File: config.mk
export PLATFORM = sky130hd
export DESIGN_NAME = seq_detect_prog
export DESIGN_NICKNAME = d
export VERILOG_FILES = /design/src/rtl/seq_detect_prog.sv
export SDC_FILE = /design/constraint.sdc
export NUM_CORES = 1
export LEC_CHECK = 0
export CORE_MARGIN = 8
export CORE_UTILIZATION = 30
export CTS_BUF_LIST = sky130_fd_sc_hd__clkbuf_2
export CTS_CLUSTER_SIZE = 24
export DETAILED_ROUTE_END_ITERATION = 8
export GPL_TIMING_DRIVEN = 0
export PLACE_DENSITY_LB_ADDON = 0.1
export SLEW_MARGIN = 20
export SYNTH_ARGS = -nofsm -noshare
export SYNTH_HDL_FRONTEND = slang
export SYNTH_SLANG_ARGS = --single-unit
File: constraint.sdc
create_clock -name clk -period 3.3 [get_ports clk]
set_clock_uncertainty 0.2 [all_clocks]
set_input_delay 0.66 -clock clk [delete_from_list [all_inputs] [get_ports clk]]
set_output_delay 0.66 -clock clk [all_outputs]
set_load 0.03 [all_outputs]
File: src/rtl/seq_detect_prog.sv
// seq_detect_prog -- programmable serial pattern detector.
//
// Watches a 1-bit serial stream (x qualified by in_valid) and flags every
// occurrence of a runtime-loaded pattern of 1..PAT_W bits. Supports
// overlapping and non-overlapping detection.
//
// Ports:
//   clk          clock, rising edge
//   rst          synchronous active-high reset
//   x            serial data bit
//   in_valid     x is accepted this cycle
//   cfg_we       load cfg_pattern / cfg_len / cfg_overlap this cycle
//   cfg_pattern  new pattern, bit 0 is the last bit to arrive
//   cfg_len      new length (0 -> 1, >PAT_W -> PAT_W)
//   cfg_overlap  1 = overlapping detection, 0 = non-overlapping
//   cnt_clr      clear the match counter (wins over a simultaneous match)
//   y            combinational Mealy match flag for the current bit
//   y_q          y registered one cycle later
//   match_cnt    saturating match counter
module seq_detect_prog #(
  parameter int               PAT_W   = 4,
  parameter int               CNT_W   = 8,
  parameter logic [PAT_W-1:0] RST_PAT = PAT_W'(4'b1010),
  parameter int               RST_LEN = 4,
  parameter bit               RST_OVL = 1'b0,
  localparam int              LEN_W   = $clog2(PAT_W + 1)
) (
  input  logic             clk,
  input  logic             rst,
  input  logic             x,
  input  logic             in_valid,
  input  logic             cfg_we,
  input  logic [PAT_W-1:0] cfg_pattern,
  input  logic [LEN_W-1:0] cfg_len,
  input  logic             cfg_overlap,
  input  logic             cnt_clr,
  output logic             y,
  output logic             y_q,
  output logic [CNT_W-1:0] match_cnt
);

  localparam logic [LEN_W-1:0] LEN_MAX = LEN_W'(PAT_W);
  localparam logic [LEN_W-1:0] LEN_ONE = LEN_W'(1);

  // Active configuration
  logic [PAT_W-1:0] pat;
  logic [LEN_W-1:0] len;
  logic             ovl;

  // Stream history: newest accepted bit in hist[0]
  logic [PAT_W-1:0] hist;
  // Bits accepted since the last restart, saturating at PAT_W
  logic [LEN_W-1:0] fill;

  logic [PAT_W-1:0] win;
  logic [PAT_W-1:0] len_mask;
  logic [LEN_W:0]   fill_p1;
  logic [LEN_W-1:0] cfg_len_clamped;
  logic             fill_ok;
  logic             bits_eq;

  // The current bit completes the window; older bits come from history.
  assign win = {hist[PAT_W-2:0], x};

  // NOTE: every signal written in an always_comb gets a default on entry,
  // otherwise an unassigned path infers a latch.
  always_comb begin
    len_mask = '0;
    for (int i = 0; i < PAT_W; i++) begin
      len_mask[i] = (i < int'(len));
    end
  end

  assign bits_eq = ((win ^ pat) & len_mask) == '0;

  // fill >= len-1, written as fill+1 >= len in one extra bit so that it
  // cannot underflow.
  assign fill_p1 = {1'b0, fill} + {{LEN_W{1'b0}}, 1'b1};
  assign fill_ok = fill_p1 >= {1'b0, len};

  assign y = in_valid & ~cfg_we & ~rst & fill_ok & bits_eq;

  always_comb begin
    cfg_len_clamped = cfg_len;
    if (cfg_len == '0) begin
      cfg_len_clamped = LEN_ONE;
    end else if (cfg_len > LEN_MAX) begin
      cfg_len_clamped = LEN_MAX;
    end
  end

  // NOTE: sequential state uses non-blocking assignments so every register
  // samples the pre-edge values regardless of statement order.
  // NOTE: hist is a plain shift register, so it is reset along with the
  // rest of the state; a stale history must never complete a match.
  always_ff @(posedge clk) begin
    if (rst) begin
      pat       <= RST_PAT;
      len       <= LEN_W'(RST_LEN);
      ovl       <= RST_OVL;
      hist      <= '0;
      fill      <= '0;
      y_q       <= 1'b0;
      match_cnt <= '0;
    end else begin
      y_q <= y;

      if (cnt_clr) begin
        match_cnt <= '0;
      end else if (y && (match_cnt != '1)) begin
        match_cnt <= match_cnt + CNT_W'(1);
      end

      if (cfg_we) begin
        pat  <= cfg_pattern;
        len  <= cfg_len_clamped;
        ovl  <= cfg_overlap;
        hist <= '0;
        fill <= '0;
      end else if (in_valid) begin
        hist <= win;
        if (y && !ovl) begin
          // Non-overlapping: the matched bits cannot seed the next match.
          fill <= '0;
        end else if (fill != LEN_MAX) begin
          fill <= fill + LEN_ONE;
        end
      end
    end
  end

endmodule
-- Word level (Yosys, flattened, before mapping)
Cells that the tools add are included.
- output and inout port bits: 10
- register bits: 23
- add/subtract/negate cells: 3
- multiplexer cells: 4
- bitwise operators: 8
- magnitude comparators: 6
- reduce and logical (&&, ||, !) cells: 9
- equality and inequality tests: 2
- operator list (cell ; number):
    two-way mux 3 bit ; 4
    adder 8 x 1 -> 8 bit (second input constant) ; 1
    inequality test 8 bit (second input constant) ; 1
    less-than comparator 1 x 3 -> 1 bit (first input constant) ; 2
    less-than comparator 2 x 3 -> 1 bit (first input constant) ; 2
    adder 3 x 1 -> 4 bit (second input constant) ; 1
    bitwise AND 1 bit ; 4
    bitwise AND 4 bit ; 1
    greater-or-equal comparator 4 x 3 -> 1 bit ; 1
    logical NOT 4 bit ; 1
    OR reduction 2 bit ; 2
    bitwise XOR 4 bit ; 1
    adder 3 x 1 -> 3 bit (second input constant) ; 1
    > comparator 3 bit (second input constant) ; 1
    logical NOT 3 bit ; 1
    inequality test 3 bit (second input constant) ; 1
    logical AND 1 bit ; 2
    inverter 1 bit ; 2
    AND reduction 2 bit ; 1
    nonzero test 2 bit ; 1
    logical NOT 1 bit ; 1

-- Longest topological paths before layout
Gate-level depths: netlist of the first run.
- word-level depth: 8
- gate-level depth with buffers: 10

-- Worst setup path after synthesis of the first run
Ideal clock, no wire load.
- path type: register to output
- start point: register fill[0]
- end point: output y
- arrival time: 1.897 ns
- setup slack: 0.543 ns
- buffers on the path: 1
- data required time: 2.440 ns
- stages on the path, launching flop included: 9
- cell sequence: dfxtp_1 -> inv_1 -> ha_1 -> ha_1 -> o21ai_0 -> o21ai_0 -> nand4b_4 -> buf_2 -> inv_1
- word-level cells in the longest chain between the ends: 4
- RTL lines (item ; RTL line ; text):
    start, declared ; 53 ; logic [LEN_W-1:0] fill;
    start signal, assigned ; 126 ; fill <= fill + LEN_ONE;
    adder 3 x 1 -> 4 bit ; 78 ; assign fill_p1 = {1'b0, fill} + {{LEN_W{1'b0}}, 1'b1};
    greater-or-equal comparator 4 x 3 -> 1 bit ; 79 ; assign fill_ok = fill_p1 >= {1'b0, len};
    bitwise AND 1 bit (2 in series) ; 81 ; assign y = in_valid & ~cfg_we & ~rst & fill_ok & bits_eq;
    end, declared ; 37 ; output logic y,
No other way between the ends.

-- Final worst setup path of the first run
Ends and elaborated chain as after synthesis.

==> results of run 1 <==
==> stage by stage <==
| stage | total power [mW] | setup TNS (ns) | area [um2] |
|---|---|---|---|
| after global routing | 0.493 | 0 | 1480 |
| after detailed placement | 0.358 | -0.320 | 1440 |
| after CTS | 0.475 | 0 | 1450 |
| after global placement | 0.356 | -0.310 | 1440 |
| final | 0.466 | 0 | 1480 |
| after floorplan | 0.333 | 0 | 1170 |
==> critical path: stages (launching register included) <==
cell and delay (ns):
dfxtp_4 0.41, ha_1 0.23, xor2_1 0.15, ha_1 0.26
o21ai_0 0.07, o21ai_1 0.24, nand4b_4 0.18, inv_1 0.15
buf_4 0.17
==> worst max path at each step <==
| stage | start | end | slack [ns] |
|---|---|---|---|
| 6_report | fill[0] | y | 0.25 |
| 5_1_grt | fill[0] | y | 0.04 |
| 4_1_cts | fill[0] | y | 0.08 |
| 3_5_place_dp | rst | y | -0.32 |
| 3_3_place_gp | rst | y | -0.31 |
| 2_1_floorplan | fill[0] | y | 0.54 |
==> registers in the layout (all words and copies together), names as in the netlist <==
signal     cells
len            3
pat            4
ovl            1
fill           3
hist           3
match_cnt      8
y_q            1
==> cell usage in the layout (no fill, tap or decap) <==
| master | n |
|---|---|
| buf_1 | 1 |
| dfxtp_1 | 22 |
| nor3b_1 | 1 |
| a2111oi_4 | 1 |
| nand4_1 | 1 |
| inv_1 | 9 |
| a211oi_1 | 1 |
| and3_1 | 1 |
| nor2_1 | 9 |
| nand4b_4 | 1 |
| nor3_1 | 6 |
| o31ai_1 | 3 |
| o22ai_1 | 2 |
| xnor2_1 | 3 |
| o41ai_1 | 1 |
| a31oi_1 | 2 |
| o21ai_0 | 6 |
| dfxtp_4 | 1 |
| buf_2 | 1 |
| or4_1 | 3 |
| buf_4 | 4 |
| clkdlybuf4s50_1 | 20 |
| mux2i_1 | 9 |
| ha_1 | 6 |
| clkbuf_1 | 3 |
| a21oi_1 | 12 |
| or3_1 | 4 |
| xor2_1 | 3 |
| o211ai_1 | 1 |
| nand2_1 | 8 |
| nand3_1 | 3 |
| or2_2 | 2 |
| o21ai_1 | 1 |
| and2_1 | 2 |
| clkbuf_2 | 4 |
| and4b_1 | 1 |
==> per-layer routing <==
metal	vias up	share of wire [%]	global-route usage [%]
met5	-	0	0
met4	0	0.74	2.22
met3	2	4.1	2.39
met2	13	46	12.6
met1	450	49	11.3
li1	524	-	-
==> cells in the mapped netlist, drive strengths merged (2+ instances only) <==
library cell  number
dfxtp             23
a21oi             12
inv                9
mux2i              9
nor2               9
nand2              8
o21ai              7
ha                 6
nor3               6
or3                4
buf                3
clkbuf             3
nand3              3
o31ai              3
or4                3
xnor2              3
xor2               3
a31oi              2
and2               2
o22ai              2
or2                2
==> report_power, final <==
| part | switching, mW | total, mW | internal [mW] |
|---|---|---|---|
| Clock | 0.0828 | 0.115 | 0.0321 |
| Sequential | 0.00614 | 0.291 | 0.285 |
| Combinational | 0.0282 | 0.0595 | 0.0313 |
==> kinds of logic (layout without fill, tap and decap cells) <==
family,count (synthesis),after routing,synth area share [%]
AO/OA/AOI/OAI,30,30,16.6
XOR/XNOR,6,6,4.51
flip-flops,23,23,39.5
AND/OR/NAND/NOR,42,42,20.2
adder cells (fa/ha/maj),6,6,6.44
buffers and inverters,15,42,5.04
multiplexers,9,9,7.73
==> repair_timing <==
| item | in CTS | in global routing |
|---|---|---|
| setup endpoints to repair | 1 | 1 |
| buffers inserted | 0 | 3 |
| gates resized for setup | 9 | 0 |
| pin swaps | 1 | 0 |
==> layout make-up <==
type	instances	share of cell area, %
Timing Repair Buffer	24	15.6
Tap cell	48	4.07
Buffer	5	1.36
Inverter	9	2.29
Multi-Input combinational cell	93	43.9
Sequential cell	23	31.5
Clock buffer	4	1.36
==> flow_summary.ini, run 1 <==
[grt]
grt_max_degree = 18
grt_pass1_vias = 921
grt_pass1_wl_mm = 4.28
overflow = 0
grt_antenna_before_repair = 0
grt_usage_pct = 8.35

[synthesis]
yosysTopAreaCell = dfxtp_1
synthCells = 131
synth_cell_type_count = 31
syn_area_per_cell_um2 = 8.90
synth-seq-area-share_pct = 39.5
synth_edf_count = 0
ys.warnings.count = 0
async_flop_share_pct = 0
ys_top_cells_by_area = dfxtp_1 39%, mux2i_1 7.7%, ha_1 6.4%, a21oi_1 5.2%, o21ai_0 3.0%
syn_area_um2 = 1170
ys_ff_latch = 23
yosysTopAreaCellShare_pct = 39.5
synth_nets = 151
synth_flop_cell = dfxtp_1

[timing]
relSlewSlack_pct = 64.4
finalHoldViolations = 0
min_period_over_period_pct = 92.4
setup_viol = 0
clock.fmax_mhz = 328
maxSlewViolCount = 0
whs_ns = 0.330
tightest_slew_ns = 0.534
grt_setup_unrepaired = false
setup_ws_ns = 0.251
min_period_ns = 3.05

[floorplan]
core_area_um2 = 3690
placementRows = 22
dieArea_um2 = 6140
die_w_um = 78.3
initial_utilization_pct = 31.6
fp.dieH_um = 78.3
io_pins = 24

[cells_and_area]
final_util_pct = 40.0
n_fill_cell = 415
drive_gt1_share_pct = 8.86
multi_input_area_um2 = 647
final_cell_count_no_fill = 206
antenna_cells = 0
nets = 179
ff_latch_area_um2 = 464
syn2layout_area_growth_pct = 26.5

[critical_path]
reg2reg_depth = 9
cp-end-kind = output port
rr_startpoint = fill[0]
r2r-end = match_cnt[3]
arrival_ns = 2.19
cp-start-kind = flip-flop
crit_type = reg2out
path_max_fanout = 7
crit_required_ns = 2.44
r2r_setup_slack_ns = 0.66

[worst_hold_path]
hold_path_class = reg2reg
whs_path_depth = 2
min-delay-start = pat[3]
hold-path-endpoint = pat[3]

[place]
placed_cells = 200
dp_hpwl_mm = 2.06
pre_cts_ws_ns = -0.320
port_buffers = 21
gp_congestion = 0.708

[detailed_routing]
wl_mm = 2.58
vias = 989
antenna_left = 0
route.detailed.drc = 0
wl_per_cell_um = 12.5
firstDrtPassIters = 4
drt_iter0_markers = 14
viasPerCell = 4.80

[power_and_ir_drop]
power_density_nw_per_um2 = 316
vdd_drop_max_mv = 0.165
power_leakage_nw = 0.588

[clocking]
htreeDepth = 1
clk_path_buf_depth = 2
clock-sinks = 23
cts_root_buf = clkbuf_2
cts_made_buffers = 3
clkTransAtPathRegs_ns = 0.22
hold_buffers = 0
clk-insertion-delay-late_ns = 0.32
cts_tree = yes

[outcome]
status = finished clean

[flow_run]
max_cap_viol_count = 0
(Power assumes the default switching activity.)
==> run 2, diff against run 1 <==
--- a/config.mk
+++ b/config.mk
@@ -11,7 +11,7 @@
 export CTS_CLUSTER_SIZE = 24
 export DETAILED_ROUTE_END_ITERATION = 8
 export GPL_TIMING_DRIVEN = 0
-export PLACE_DENSITY_LB_ADDON = 0.1
+export PLACE_DENSITY = 0.51
 export SLEW_MARGIN = 20
 export SYNTH_ARGS = -nofsm -noshare
 export SYNTH_HDL_FRONTEND = slang
==> run 2 against run 1 <==
Against the previous run:
- combinational power increased by 1%
- utilization increased by 1.1 points
- global-route usage increased by 0.41 points
- sequential share of layout area decreased by 0.72 points
- routed wire length increased by 1.8%
- via count increased by 2.5%
- total power increased by 1.0%
- critical path type unchanged
==> flow_summary.ini, run 2 (synthesis results as in run 1) <==
[power_and_ir_drop]
power_leakage_nw = 0.605
vdd_drop_max_mv = 0.148
power_density_nw_per_um2 = 311

[cells_and_area]
nets = 184
n_fill_cell = 381
largest_reg_flops = 8
top_register = match_cnt
final_cell_area_um2 = 1510
largestRegisters = match_cnt x8, pat x4
final_util_pct = 41.0
drive_gt1_share_pct = 12.3
syn2layout_area_growth_pct = 29.8
final_cell_count_no_fill = 211
layout_common_cells = 21 x dfxtp_1, 20 x clkdlybuf4s50_1, 12 x a21oi_1
final_common_cell = dfxtp_1
antenna_cells = 0

[grt]
grt_antenna_before_repair = 0
overflow = 0
busiest_layer = met2
grt_pass1_wl_mm = 4.43
grt_max_degree = 15
grt_pass1_vias = 970
grt_usage_pct = 8.76
grt_util_met2_pct = 14.3
grt_util_met1_pct = 10.6
grt_use_met3_pct = 3.30

[critical_path]
cp-start-kind = flip-flop
slowest_delay_ns = 0.42
arrival_ns = 2.25
path_max_fanout = 11
crit_type = reg2out
crit_required_ns = 2.44
crit_chain = ha_1 > xor2_1 > ha_1 > o21ai_0 > o21ai_1 > nand4b_4 > inv_1 > buf_2
cp_slowest_cell = dfxtp_4
worst_path_most_repeated_cell = ha_1
cp-end-kind = output port

[timing]
relSlewSlack_pct = 63.2
clock.fmax_mhz = 322
min_period_ns = 3.11
maxSlewViolCount = 0
grt_setup_unrepaired = false
tightest_slew_ns = 0.552
finalHoldViolations = 0
min_period_over_period_pct = 94.2
setup_viol = 0

[detailed_routing]
firstDrtPassIters = 4
antenna_left = 0
vias = 1014
wl_mm = 2.63
viasPerCell = 4.81
route.detailed.drc = 0
drt_iter0_markers = 42
wl_per_cell_um = 12.4

[clocking]
hold_buffers = 0
cts_tree = yes
clock-sinks = 23
cts_made_buffers = 3
clkTransAtPathRegs_ns = 0.23
clk-insertion-delay-late_ns = 0.34
clk_path_buf_depth = 2
cts_root_buf = clkbuf_2
htreeDepth = 1

[floorplan]
initial_utilization_pct = 31.6
io_pins = 24
placementRows = 22
die_w_um = 78.3
core_area_um2 = 3690
fp.dieH_um = 78.3
dieArea_um2 = 6140

[flow_run]
max_cap_viol_count = 0

[place]
gp_congestion = 0.751
placed_area_um2 = 1440
placed_cells = 200
port_buffers = 21
dp_hpwl_mm = 2.05

[outcome]
status = finished clean

[worst_hold_path]
hold_path_class = reg2reg
[run 2: changes by cell type in the layout (fill, tap and decap cells not counted), sizes merged]
cell      before  now
buf            6   11
clkbuf         7    6
clkinvlp       0    1
[run 2: final timing paths]
kind | slack, ns | end | cells after the start | start
setup / recovery | 0.19 | y | 8 | fill[0]
hold / removal | 0.33 | match_cnt[6] | 1 | match_cnt[6]
setup reg to reg | 0.66 | match_cnt[4] | 9 | fill[0]
hold reg to reg | 0.33 | match_cnt[6] | 1 | match_cnt[6]
[run 2: layout make-up]
cell class | instances | area, um2 | share of cell area, %
Buffer | 5 | 20.0 | 1.32
Inverter | 9 | 33.8 | 2.23
Clock inverter | 1 | 7.51 | 0.496
Clock buffer | 3 | 15.0 | 0.992
Tap cell | 48 | 60.1 | 3.97
Timing Repair Buffer | 29 | 265 | 17.5
Sequential cell | 23 | 465 | 30.7
Multi-Input combinational cell | 93 | 647 | 42.7
[run 2: metal layers]
layer	part of all wire, %	vias up
li1	-	532
met1	46	471
met2	50	9
met3	3.0	2
met4	0.72	0
met5	0	-
[run 2: power breakdown]
part           switching [mW]  internal (mW)  total, mW
Sequential            0.00645          0.285      0.292
Clock                  0.0902         0.0282      0.118
Combinational          0.0288         0.0315     0.0603
[run 2: worst max-delay path: cells and delay by family (launching register included)]
kind,cells,cell delay [ns]
fa+ha+maj,2,0.50
simple gates,1,0.21
flops,1,0.42
compound gates,2,0.27
buf+inv,2,0.36
xor+xnor,1,0.15
[run 2: per-stage QoR]
| step | setup TNS (ns) | hold slack, ns | total power, mW | setup slack, ns |
|---|---|---|---|---|
| after floorplan | 0 | 0.262 | 0.333 | 0.543 |
| after global placement | -0.303 | 0.277 | 0.356 | -0.303 |
| after detailed placement | -0.301 | 0.284 | 0.357 | -0.301 |
| after CTS | 0 | 0.327 | 0.479 | 0.00775 |
| after global routing | 0 | 0.351 | 0.501 | 0.0129 |
| final | 0 | 0.326 | 0.470 | 0.192 |
[run 2: repair_timing]
item,in CTS,in global routing
endpoints found under the setup margin,1,1
pin swaps,0,0
gates resized for setup,9,0
buffers inserted,0,8
==> run 3, diff against run 2 <==
--- a/config.mk
+++ b/config.mk
@@ -6,12 +6,12 @@
 export NUM_CORES = 1
 export LEC_CHECK = 0
 export CORE_MARGIN = 8
-export CORE_UTILIZATION = 30
+export CORE_UTILIZATION = 52
 export CTS_BUF_LIST = sky130_fd_sc_hd__clkbuf_2
 export CTS_CLUSTER_SIZE = 24
 export DETAILED_ROUTE_END_ITERATION = 8
 export GPL_TIMING_DRIVEN = 0
-export PLACE_DENSITY = 0.51
+export PLACE_DENSITY = 0.8
 export SLEW_MARGIN = 20
 export SYNTH_ARGS = -nofsm -noshare
 export SYNTH_HDL_FRONTEND = slang
==> constraint.sdc (replaced) <==
create_clock -name clk -period 3.4 [get_ports clk]
set_clock_uncertainty 0.2 [all_clocks]
set_input_delay 0.68 -clock clk [delete_from_list [all_inputs] [get_ports clk]]
set_output_delay 0.68 -clock clk [all_outputs]
set_load 0.03 [all_outputs]
==> run 3 against run 2 <==
Against the previous run:
- die area down 35%
- sequential share of layout area up 1.8 points
- non-clock buffer count down 8
- utilization up 25 points
- hold slack worse by 0.0075 ns
- combinational power down 5.0%
- sequential cell count unchanged
- count of clock-buffer cells in the layout up 1
- global-route usage up 4.4 points
- cell count down 13%
- via count down 1.6%
- largest cell class unchanged
- largest power group unchanged
==> flow_summary.ini, run 3 (synthesis results as in run 1) <==
[critical_path]
crit_required_ns = 2.52
worst_path_most_repeated_cell = ha_1
cp-start-kind = flip-flop
crit_chain = ha_1 > xor2_1 > ha_1 > o21ai_0 > o21ai_1 > nand4b_4 > inv_1 > buf_2
crit_type = reg2out
arrival_ns = 2.34
slowest_delay_ns = 0.41
path_max_fanout = 17
cp_slowest_cell = dfxtp_4
cp-end-kind = output port

[grt]
grt_pass1_vias = 1013
grt_pass1_wl_mm = 4.42
grt_max_degree = 13
grt_antenna_before_repair = 0
grt_usage_pct = 13.1
overflow = 0

[floorplan]
die_w_um = 63.4
placementRows = 17
core_area_um2 = 2170
io_pins = 24
dieArea_um2 = 4010
initial_utilization_pct = 53.7
fp.dieH_um = 63.4

[outcome]
status = finished clean

[cells_and_area]
largest_reg_flops = 8
largestRegisters = match_cnt x8, pat x4
n_fill_cell = 201
syn2layout_area_growth_pct = 22.2
top_register = match_cnt
multi_input_area_um2 = 647
drive_gt1_share_pct = 7.10
final_cell_count_no_fill = 183
final_util_pct = 65.7
final_common_cell = dfxtp_1
ff_latch_area_um2 = 464
layout_common_cells = 22 x dfxtp_1, 20 x clkdlybuf4s50_1, 12 x a21oi_1
nets = 176
antenna_cells = 0

[timing]
maxSlewViolCount = 0
clock.fmax_mhz = 310
grt_setup_unrepaired = false
min_period_ns = 3.22
min_period_over_period_pct = 94.8
finalHoldViolations = 0
setup_viol = 0
tightest_slew_ns = 0.529
relSlewSlack_pct = 64.7
fin_setup_tns_ns = 0
whs_ns = 0.319

[place]
placed_cells = 180
gp_congestion = 0.824
port_buffers = 21
dp_hpwl_mm = 2.05

[power_and_ir_drop]
vdd_drop_max_mv = 0.249
p_total_uw = 451
power_leakage_nw = 0.575
power_density_nw_per_um2 = 317

[clocking]
htreeDepth = 1
clock-sinks = 23
clk_path_buf_depth = 2
cts_tree = yes
hold_buffers = 0
cts_made_buffers = 3
clkTransAtPathRegs_ns = 0.21
post-cts-setup-buffers = 0
cts_root_buf = clkbuf_2
clk-insertion-delay-late_ns = 0.33

[flow_run]
max_cap_viol_count = 0

[detailed_routing]
viasPerCell = 5.45
antenna_left = 0
vias = 998
firstDrtPassIters = 4
route.detailed.drc = 0
wl_mm = 2.50
wl_per_cell_um = 13.7
drt_iter0_markers = 26

[worst_hold_path]
hold_path_class = reg2reg
[run 3: cell count changes in the layout (fill, tap and decap cells not counted), sizes merged]
cell,change
buf,-8
clkbuf,+1
clkinvlp,-1
[run 3: final cells by class]
| cell class | count | share of cell area [%] |
|---|---|---|
| Clock buffer | 4 | 1.40 |
| Sequential cell | 23 | 32.6 |
| Tap cell | 28 | 2.46 |
| Timing Repair Buffer | 21 | 14.4 |
| Multi-Input combinational cell | 93 | 45.4 |
| Inverter | 9 | 2.37 |
| Buffer | 5 | 1.40 |
[run 3: repair_timing]
action	in CTS	in global routing
pin swaps	1	1
setup endpoints to repair	1	1
gates resized for setup	8	0
gates cloned	0	0
hold endpoints to repair	0	0
[run 3: worst paths after layout]
| check | cells after the start | end | slack [ns] | startpoint |
|---|---|---|---|---|
| hold reg to reg | 1 | match_cnt[6] | 0.32 | match_cnt[6] |
| hold / removal | 1 | match_cnt[6] | 0.32 | match_cnt[6] |
| setup reg to reg | 8 | match_cnt[4] | 0.82 | fill[0] |
| setup / recovery | 8 | y | 0.18 | fill[0] |
[run 3: per-layer routing]
metal / up-vias / GRT usage (%) / part of all wire, %
met4: 0 / 5.01 / 1.1
li1: 519 / - / -
met5: - / 0 / 0
met2: 11 / 23.4 / 51
met3: 4 / 3.89 / 3.8
met1: 464 / 14.1 / 44
[run 3: report_power, final]
group / leakage, nW / switching [mW] / internal (mW) / total [mW]
registers: 0.188 / 0.00606 / 0.277 / 0.283
logic: 0.371 / 0.0273 / 0.0300 / 0.0573
clock network: 0.0166 / 0.0803 / 0.0311 / 0.111
total: 0.575 / 0.114 / 0.338 / 0.451
[run 3: worst max-delay path: cells and delay by family, from the launching register on]
| kind | cells | cell delay, ns |
|---|---|---|
| compound gates | 2 | 0.29 |
| xor+xnor | 1 | 0.16 |
| fa+ha+maj | 2 | 0.50 |
| buf+inv | 2 | 0.40 |
| flops | 1 | 0.41 |
| simple gates | 1 | 0.25 |
[run 3: metrics by stage]
stage	setup slack (ns)	instance area, um2
after detailed placement	-0.221	1410
final	0.175	1430
after global routing	0.00183	1430
after CTS	0.0771	1430
after global placement	-0.193	1410
after floorplan	0.623	1170
